`src/rtl/membus_arbiter.sv`:
```
// membus_arbiter: NUM_CH masters share one memory port. Ch0 has fixed priority
// bounded by a burst guard; ch1..NUM_CH-1 are served round-robin.
// Ports: clk/rst (async, active-high); ch_* flattened per-channel request side
// (strobe, addr, write, wrdata, bytesel in; grant comb, ack reg, rdvalid out,
// rddata broadcast); mem_* single memory port (one access per clk, read data
// returns RD_LATENCY clks after issue).
module membus_arbiter #(
   parameter  int NUM_CH        = 3,
   parameter  int ADDR_W        = 18,
   parameter  int DATA_W        = 32,
   parameter  int RD_LATENCY    = 1,
   parameter  int MAX_CH0_BURST = 4,
   localparam int BE_W          = DATA_W / 8
) (
   input  logic                     clk,
   input  logic                     rst,
   input  logic [NUM_CH-1:0]        ch_strobe,
   input  logic [NUM_CH*ADDR_W-1:0] ch_addr,
   input  logic [NUM_CH-1:0]        ch_write,
   input  logic [NUM_CH*DATA_W-1:0] ch_wrdata,
   input  logic [NUM_CH*BE_W-1:0]   ch_bytesel,
   output logic [NUM_CH-1:0]        ch_grant,
   output logic [NUM_CH-1:0]        ch_ack,
   output logic [NUM_CH-1:0]        ch_rdvalid,
   output logic [DATA_W-1:0]        ch_rddata,
   output logic                     mem_strobe,
   output logic [ADDR_W-1:0]        mem_addr,
   output logic                     mem_write,
   output logic [DATA_W-1:0]        mem_wrdata,
   output logic [BE_W-1:0]          mem_bytesel,
   input  logic [DATA_W-1:0]        mem_rddata
);

   localparam int PTR_W   = $clog2(NUM_CH);
   // With the guard off the counter is never compared, so one bit suffices.
   localparam int CNT_MAX = (MAX_CH0_BURST == 0) ? 1 : MAX_CH0_BURST;
   localparam int CNT_W   = $clog2(CNT_MAX + 1);

   logic [PTR_W-1:0]                   rr_ptr_q, rr_ptr_d;
   logic [CNT_W-1:0]                   ch0_cnt_q, ch0_cnt_d;
   logic [NUM_CH-1:0]                  ack_q;
   logic [RD_LATENCY-1:0][NUM_CH-1:0]  rd_pipe_q, rd_pipe_d;

   logic              rr_hit;
   logic [PTR_W-1:0]  rr_idx;
   logic [PTR_W-1:0]  rr_sel;
   logic              others_req;
   logic              ch0_mask;
   logic              ch0_win;
   logic [NUM_CH-1:0] rd_issue;

   // Scan ch1..NUM_CH-1 starting just after the last round-robin winner.
   always_comb begin
      rr_hit = 1'b0;
      rr_idx = '0;
      rr_sel = '0;
      for (int k = 1; k < NUM_CH; k++) begin
         rr_sel = PTR_W'((int'(rr_ptr_q) - 1 + k) % (NUM_CH - 1) + 1);
         if (!rr_hit && ch_strobe[rr_sel]) begin
            rr_hit = 1'b1;
            rr_idx = rr_sel;
         end
      end
   end

   assign others_req = |ch_strobe[NUM_CH-1:1];
   // Ch0 yields for one clk once it has taken MAX_CH0_BURST grants in a row.
   assign ch0_mask   = (MAX_CH0_BURST != 0) &&
                       (ch0_cnt_q == CNT_W'(CNT_MAX)) && others_req;
   assign ch0_win    = ch_strobe[0] && !ch0_mask;

   always_comb begin
      ch_grant = '0;
      if (ch0_win)     ch_grant[0]      = 1'b1;
      else if (rr_hit) ch_grant[rr_idx] = 1'b1;
   end

   always_comb begin
      mem_addr    = '0;
      mem_write   = 1'b0;
      mem_wrdata  = '0;
      mem_bytesel = '0;
      for (int i = 0; i < NUM_CH; i++) begin
         if (ch_grant[i]) begin
            mem_addr    = ch_addr[i*ADDR_W +: ADDR_W];
            mem_write   = ch_write[i];
            mem_wrdata  = ch_wrdata[i*DATA_W +: DATA_W];
            mem_bytesel = ch_bytesel[i*BE_W +: BE_W];
         end
      end
   end

   assign mem_strobe = |ch_grant;
   assign rd_issue   = ch_grant & ~ch_write;

   always_comb begin
      rr_ptr_d = rr_ptr_q;
      if (!ch0_win && rr_hit) rr_ptr_d = rr_idx;
      ch0_cnt_d = '0;
      if (ch0_win) begin
         ch0_cnt_d = (ch0_cnt_q == CNT_W'(CNT_MAX)) ? ch0_cnt_q
                                                    : ch0_cnt_q + 1'b1;
      end
   end

   always_comb begin
      rd_pipe_d    = rd_pipe_q;
      rd_pipe_d[0] = rd_issue;
      for (int i = 1; i < RD_LATENCY; i++) begin
         rd_pipe_d[i] = rd_pipe_q[i-1];
      end
   end

   always_ff @(posedge clk or posedge rst) begin
      if (rst) begin
         rr_ptr_q  <= PTR_W'(NUM_CH - 1);
         ch0_cnt_q <= '0;
         ack_q     <= '0;
         rd_pipe_q <= '0;
      end else begin
         rr_ptr_q  <= rr_ptr_d;
         ch0_cnt_q <= ch0_cnt_d;
         ack_q     <= ch_grant;
         rd_pipe_q <= rd_pipe_d;
      end
   end

   assign ch_ack     = ack_q;
   assign ch_rdvalid = rd_pipe_q[RD_LATENCY-1];
   assign ch_rddata  = mem_rddata;

endmodule

```
`config.mk`:
```
export PLATFORM = sky130hd
export DESIGN_NAME = membus_arbiter
export DESIGN_NICKNAME = d
export VERILOG_FILES = /design/src/rtl/membus_arbiter.sv
export SDC_FILE = /design/constraint.sdc
export NUM_CORES = 1
export LEC_CHECK = 0
export ABC_AREA = 1
export CAP_MARGIN = 20
export CORE_AREA = 2 2 118 120
export CTS_CLUSTER_SIZE = 24
export DETAILED_ROUTE_END_ITERATION = 12
export DIE_AREA = 0 0 120 122
export PLACE_DENSITY = 0.7
export RECOVER_POWER = 50
export SKIP_CTS_REPAIR_TIMING = 1
export SLEW_MARGIN = 20
export SYNTH_ARGS = -nofsm -noshare
export SYNTH_HDL_FRONTEND = slang
export SYNTH_SLANG_ARGS = --single-unit
export TNS_END_PERCENT = 1
```
`constraint.sdc`:
```
create_clock -name clk -period 3.94 [get_ports clk]
set_input_delay 0.394 -clock clk [delete_from_list [all_inputs] [get_ports clk]]
set_output_delay 0.394 -clock clk [all_outputs]
set_load 0.02 [all_outputs]
```
After elaboration in Yosys (flattened, before gate mapping)

Index checks and enable logic that the tools add are counted.

Add/sub/neg operators: 6
$mul: 0
Div/mod/pow operators: 0
Order comparisons: 4
Equality and inequality tests: 2
Shift-type cells: 0
Muxes and demuxes: 27
Bitwise operators: 4
Reductions and logical operators: 10

Operators with widths:

| cell                  | number |
|---|---|
| $mux W32              | 3 |
| $mux W18              | 3 |
| $mux W4               | 3 |
| $lt A2 B3 Y1 const B  | 3 |
| $mux W1               | 9 |
| $mux W3               | 3 |
| $mux W2               | 3 |
| $logic_and A1 B1 Y1   | 5 |
| $add A2 B2 Y2 const B | 2 |
| $add A3 B2 Y4 const B | 1 |
| $add A3 B3 Y4 const B | 1 |
| $bmux W1 S2           | 2 |
| $add A3 B1 Y3 const B | 1 |
| $and A3 B3 Y3         | 1 |
| $eq A3 B3 Y1 const B  | 1 |
| $logic_not A1 Y1      | 3 |
| $not A3 Y3            | 1 |
| $reduce_or A3 Y1      | 1 |
| $sub A2 B1 Y3 const B | 1 |
| $and A1 B1 Y1         | 2 |
| $demux W1 S2          | 1 |
| $ge A2 B1 Y1 const B  | 1 |
| $ne A2 B2 Y1 const B  | 1 |
| $reduce_or A2 Y1      | 1 |

Register bits after elaboration: 11
Latch bits: 0
RAM bits: 0
Bits in read-only memories: 0
Input bits: 202
Output and inout port bits: 97
Memories: 0

Logic depth before layout (Yosys ltp)

Depth in word-level cells: 19
Gate-level depth with buffers: 9
Gate-level depth less buffers: 7

Worst setup path after synthesis

No wires, ideal clock.

Path type: flip-flop to output port
Start point: register ch0_cnt_q[0]
End point: output mem_addr[0]
Data arrival time: 1.401 ns
Slack: 2.145 ns
Cell stages (with the launch flop): 9
Buffers on the path: 2
Path through: dfrtp_1 > inv_1 > ha_1 > nand2_2 > a21oi_4 > buf_6 > buf_4 > nand3_1 > nand3_1

Word-level cells in the longest chain between the ends: 8
Elaborated cells on any way between the ends: 9
Those cells by class: eq/ne: 1; mux: 5; reduce/logical: 3

RTL lines:

| element                | line | RTL |
|---|---|---|
| from (decl)            | 40   | `logic [CNT_W-1:0] ch0_cnt_q, ch0_cnt_d;` |
| from (signal assigned) | 122  | `ch0_cnt_q <= ch0_cnt_d;` |
| $eq A3 B3 Y1 *         | 69   | `(ch0_cnt_q == CNT_W'(CNT_MAX)) && others_req;` |
| $logic_and A1 B1 Y1 *  | 69   |  |
| $logic_not A1 Y1 *     | 70   | `assign ch0_win = ch_strobe[0] && !ch0_mask;` |
| $logic_and A1 B1 Y1 *  | 70   |  |
| $mux W1                | 74   | `if (ch0_win) ch_grant[0] = 1'b1;` |
| $mux W18 (2 in series) | 84   | `if (ch_grant[i]) begin` |
| $mux W18 *             | 84   |  |
| to (decl)              | 27   | `output logic [ADDR_W-1:0] mem_addr,` |

Every way passes the cells marked *; elsewhere a longest branch is shown, timed or not.

Final worst setup path

Start point: input ch_strobe[1]
End point: output ch_grant[0]

Word-level cells in the longest chain between the ends: 12
Elaborated cells on any way between the ends: 21
Those cells by class: order compare: 2; mux: 12; reduce/logical: 7

RTL lines:

| element                                                                   | line | RTL |
|---|---|---|
| from (decl)                                                               | 17   | `input logic [NUM_CH-1:0] ch_strobe,` |
| $bmux W1 S2                                                               | 59   | `if (!rr_hit && ch_strobe[rr_sel]) begin` |
| $mux W1 (not written as such)                                             | 59   |  |
| $mux W1                                                                   | 59   |  |
| $logic_not A1 Y1                                                          | 59   |  |
| $logic_and A1 B1 Y1                                                       | 59   |  |
| $mux W2                                                                   | 59   |  |
| $lt A2 B3 Y1 (not written as such) / $ge A2 B1 Y1 (equally long branches) | 75   | `else if (rr_hit) ch_grant[rr_idx] = 1'b1;` |
| $logic_and A1 B1 Y1 (not written as such)                                 | 75   |  |
| $mux W1 (not written as such)                                             | 75   |  |
| $demux W1 S2                                                              | 75   |  |
| $mux W3                                                                   | 75   |  |
| $mux W1 *                                                                 | 74   |  |
| to (decl)                                                                 | 22   | `output logic [NUM_CH-1:0] ch_grant,` |

Every way passes the cells marked *; elsewhere a longest branch is shown, timed or not. The select of a mux whose other input is x is not followed.

==> metrics.txt <==
status=completed; CP dominant cell by count=inv_1; clock tree root buffer cell=clkbuf_16; critical path class=in2out; Die Wd=around 120 um; sw frac=43.43%; DR vias=between 3000 and 4000; CP cell instances=dlygate4sd3_1, nor2_1, inv_1, nand2_2, buf_4, nand2_1, inv_1, clkdlybuf4s50_1; post-route setup TNS=0 ns; Syn Nets=between 500 and 600; Die Y=122 um; DRC viols=0; register-to-register setup slack=2.15 ns; largest net degree at the start of global routing=67; clk buf depth=2; Lkg Pwr=0.001747 uW; CTS buffer count=3; H-tree levels=1; FFs w/ async S/R, synth=100.0%; CP endpoint=ch_grant[0]; Post-synth EDFFs=0; RSZ-0062 raised after global routing=false; Clock Latency Late Sink=roughly 0.23 ns; Worst Setup End Kind=primary output; initial antenna violation count=0; Antenna diodes=0; Setup violations, final=0; share of post-route cells with drive strength above 1=9.785%; top cells by area, synth=nand3_1 43%, nand3_2 14%, buf_4 12%; Pint=between 700 and 800 uW; Critical Path Source Type=primary input; Avg Inst Size Synth=6.587 um2; Clk pwr share=13.5%; DRC marker count from the first detailed-route iteration=119; effective utilization at floorplan=16.24%; first-pass GRT wire length=~15000 um; router iterations before antenna repair=4; layout net count=717; Comb power frac=75.3%; Detail Placement HPWL=between 7000 and 8000 um; total track usage=12.39%; vias in the first global route=2988; grt ovf=0; post-synthesis cell area=2193 um2; Most used DFF post-synth=dfrtp_1; Util after Layout=about a third; CP required=3.55 ns; Slew Limit Fails=0; Post-Synthesis Cells=333; Seq/Total Area, Yosys=11.41%; fin cells=691; Finished Cell Area=4433 um2; crit path DAT=2.82 ns; Tcrit/Tclk final=81.66%; drt wl/cell=around 14 um; synthesized flop and latch total=10; core area=13500 um2; die area=14640 um2; Crit Path Max Fanout=23; fill count=1463; endpoints failing hold=0; number of max-cap violations=0; Slew headroom=52.04%; Placed Cells=a little under 700; Slowest-stage cell, CP=clkdlybuf4s50_1; global placer's final weighted congestion=between 0.7 and 0.8; Worst-Margin Slew=0.7178 ns; worst hold path depth=2; I/O Pins=299; I/O Buffers=approximately 230; Routed Antenna Nets=0; crit-path max cell delay=0.62 ns; row count=43; top post-synthesis cells by count=190 x nand3_1, 36 x buf_4, 30 x nand3_2; routed wire length=~10000 um; Seq pwr share=approximately 11%; total power=approximately 1300 uW; Worst VDD drop=0.1563 mV; area grow syn2layout=102.1%; leading area contributor after synthesis=nand3_1; most common cell in the netlist=nand3_1; Tightest Hold Check Type=reg2reg; CTS tree=done; Fin Clk Skew=0.0005110 ns; clock sink total=10; synth unique cells=22; Max Clock Freq=0.3108 GHz; FF-to-FF End=ch0_cnt_q[0]; NetSw=554.5 uW; worst reg2reg path depth=8; min cycle time layout=3.217 ns; vias per cell=around 4.5; Yosys warning count=0; RR Startpoint=ch0_cnt_q[0]; DP Area=4363 um2; CTS clk-pin slew, worst paths=0.04 ns; cell area power density=288.0 nW/um2; share of the synthesized area in the top cell type=43.35%; Critical path origin=ch_strobe[1]
[worst max-delay path: cells and delay by family]
family	cells	cell delay [ns]
buf+inv	5	1.78
simple gates	3	0.64
[cell type report]
class                           instances  area (um2)  share of cell area, %
Clock buffer                            3       75.07                  1.693
Inverter                               11       41.29                 0.9314
Multi-Input combinational cell        244        1411                  31.84
Sequential cell                        10       250.2                  5.645
Tap cell                              180       225.2                  5.080
Timing Repair Buffer                  243        2430                  54.81
[cell usage in the layout (no fill, tap or decap), types with 3 or more instances in the layout]
master	n
a21oi_4	3
dfrtp_1	10
clkdlybuf4s50_1	225
nand3_2	30
nand2_1	6
nor2_1	6
dlygate4sd3_1	8
inv_1	9
buf_4	7
nand3_1	190
clkbuf_16	3
[layer usage]
layer  share of wire (%)  GRT usage, %  up-vias
met2                  50         22.59      164
met3                 9.2         3.324       22
met4                 2.1         2.794        0
met5                   0             0        -
li1                    -             -     1509
met1                  39         14.45     1389
[registers in the layout, indices dropped and copies added, names as in the netlist]
signal,cells
ch0_cnt_q,3
rr_ptr_q,1
ch_ack,3
ch_rdvalid,3
[worst min-delay path by stage]
stage / from / endpoint / slack, ns
floorplan: rst / ch0_cnt_q[0] / 0.23
global placement: ch0_cnt_q[1] / ch0_cnt_q[1] / 0.55
CTS: rst / ch0_cnt_q[0] / 0.46
detailed placement: ch0_cnt_q[1] / ch0_cnt_q[1] / 0.56
global route: ch0_cnt_q[1] / ch0_cnt_q[1] / 0.60
finish: ch0_cnt_q[1] / ch0_cnt_q[1] / 0.56
[metrics by stage]
step                hold slack [ns]  setup WS, ns
global route                 0.5959        0.5433
CTS                          0.4626        0.7985
global placement             0.5467        0.8140
floorplan                    0.2342         2.145
finish                       0.5563        0.7225
detailed placement           0.5600        0.8037
[logic make-up (layout without fill, tap and decap cells)]
kind of cell,Yosys count,in the layout,share of synthesized area [%]
compound gates,6,6,2.225
xor+xnor,1,1,0.3994
fa+ha+maj,2,2,1.141
buf+inv,79,257,24.81
flops,10,10,11.41
simple gates,235,235,60.01
[power groups by stage]
stage / Sequential, uW / Clock [uW] / Combinational [uW]
finish: 142 / 173 / 962
global route: 146 / 183 / 1040
CTS: 143 / 176 / 976
detailed placement: 144 / 0 / 972
global placement: 143 / 0 / 968
floorplan: 148 / 0 / 574
Power figures use the tool's default switching activity.
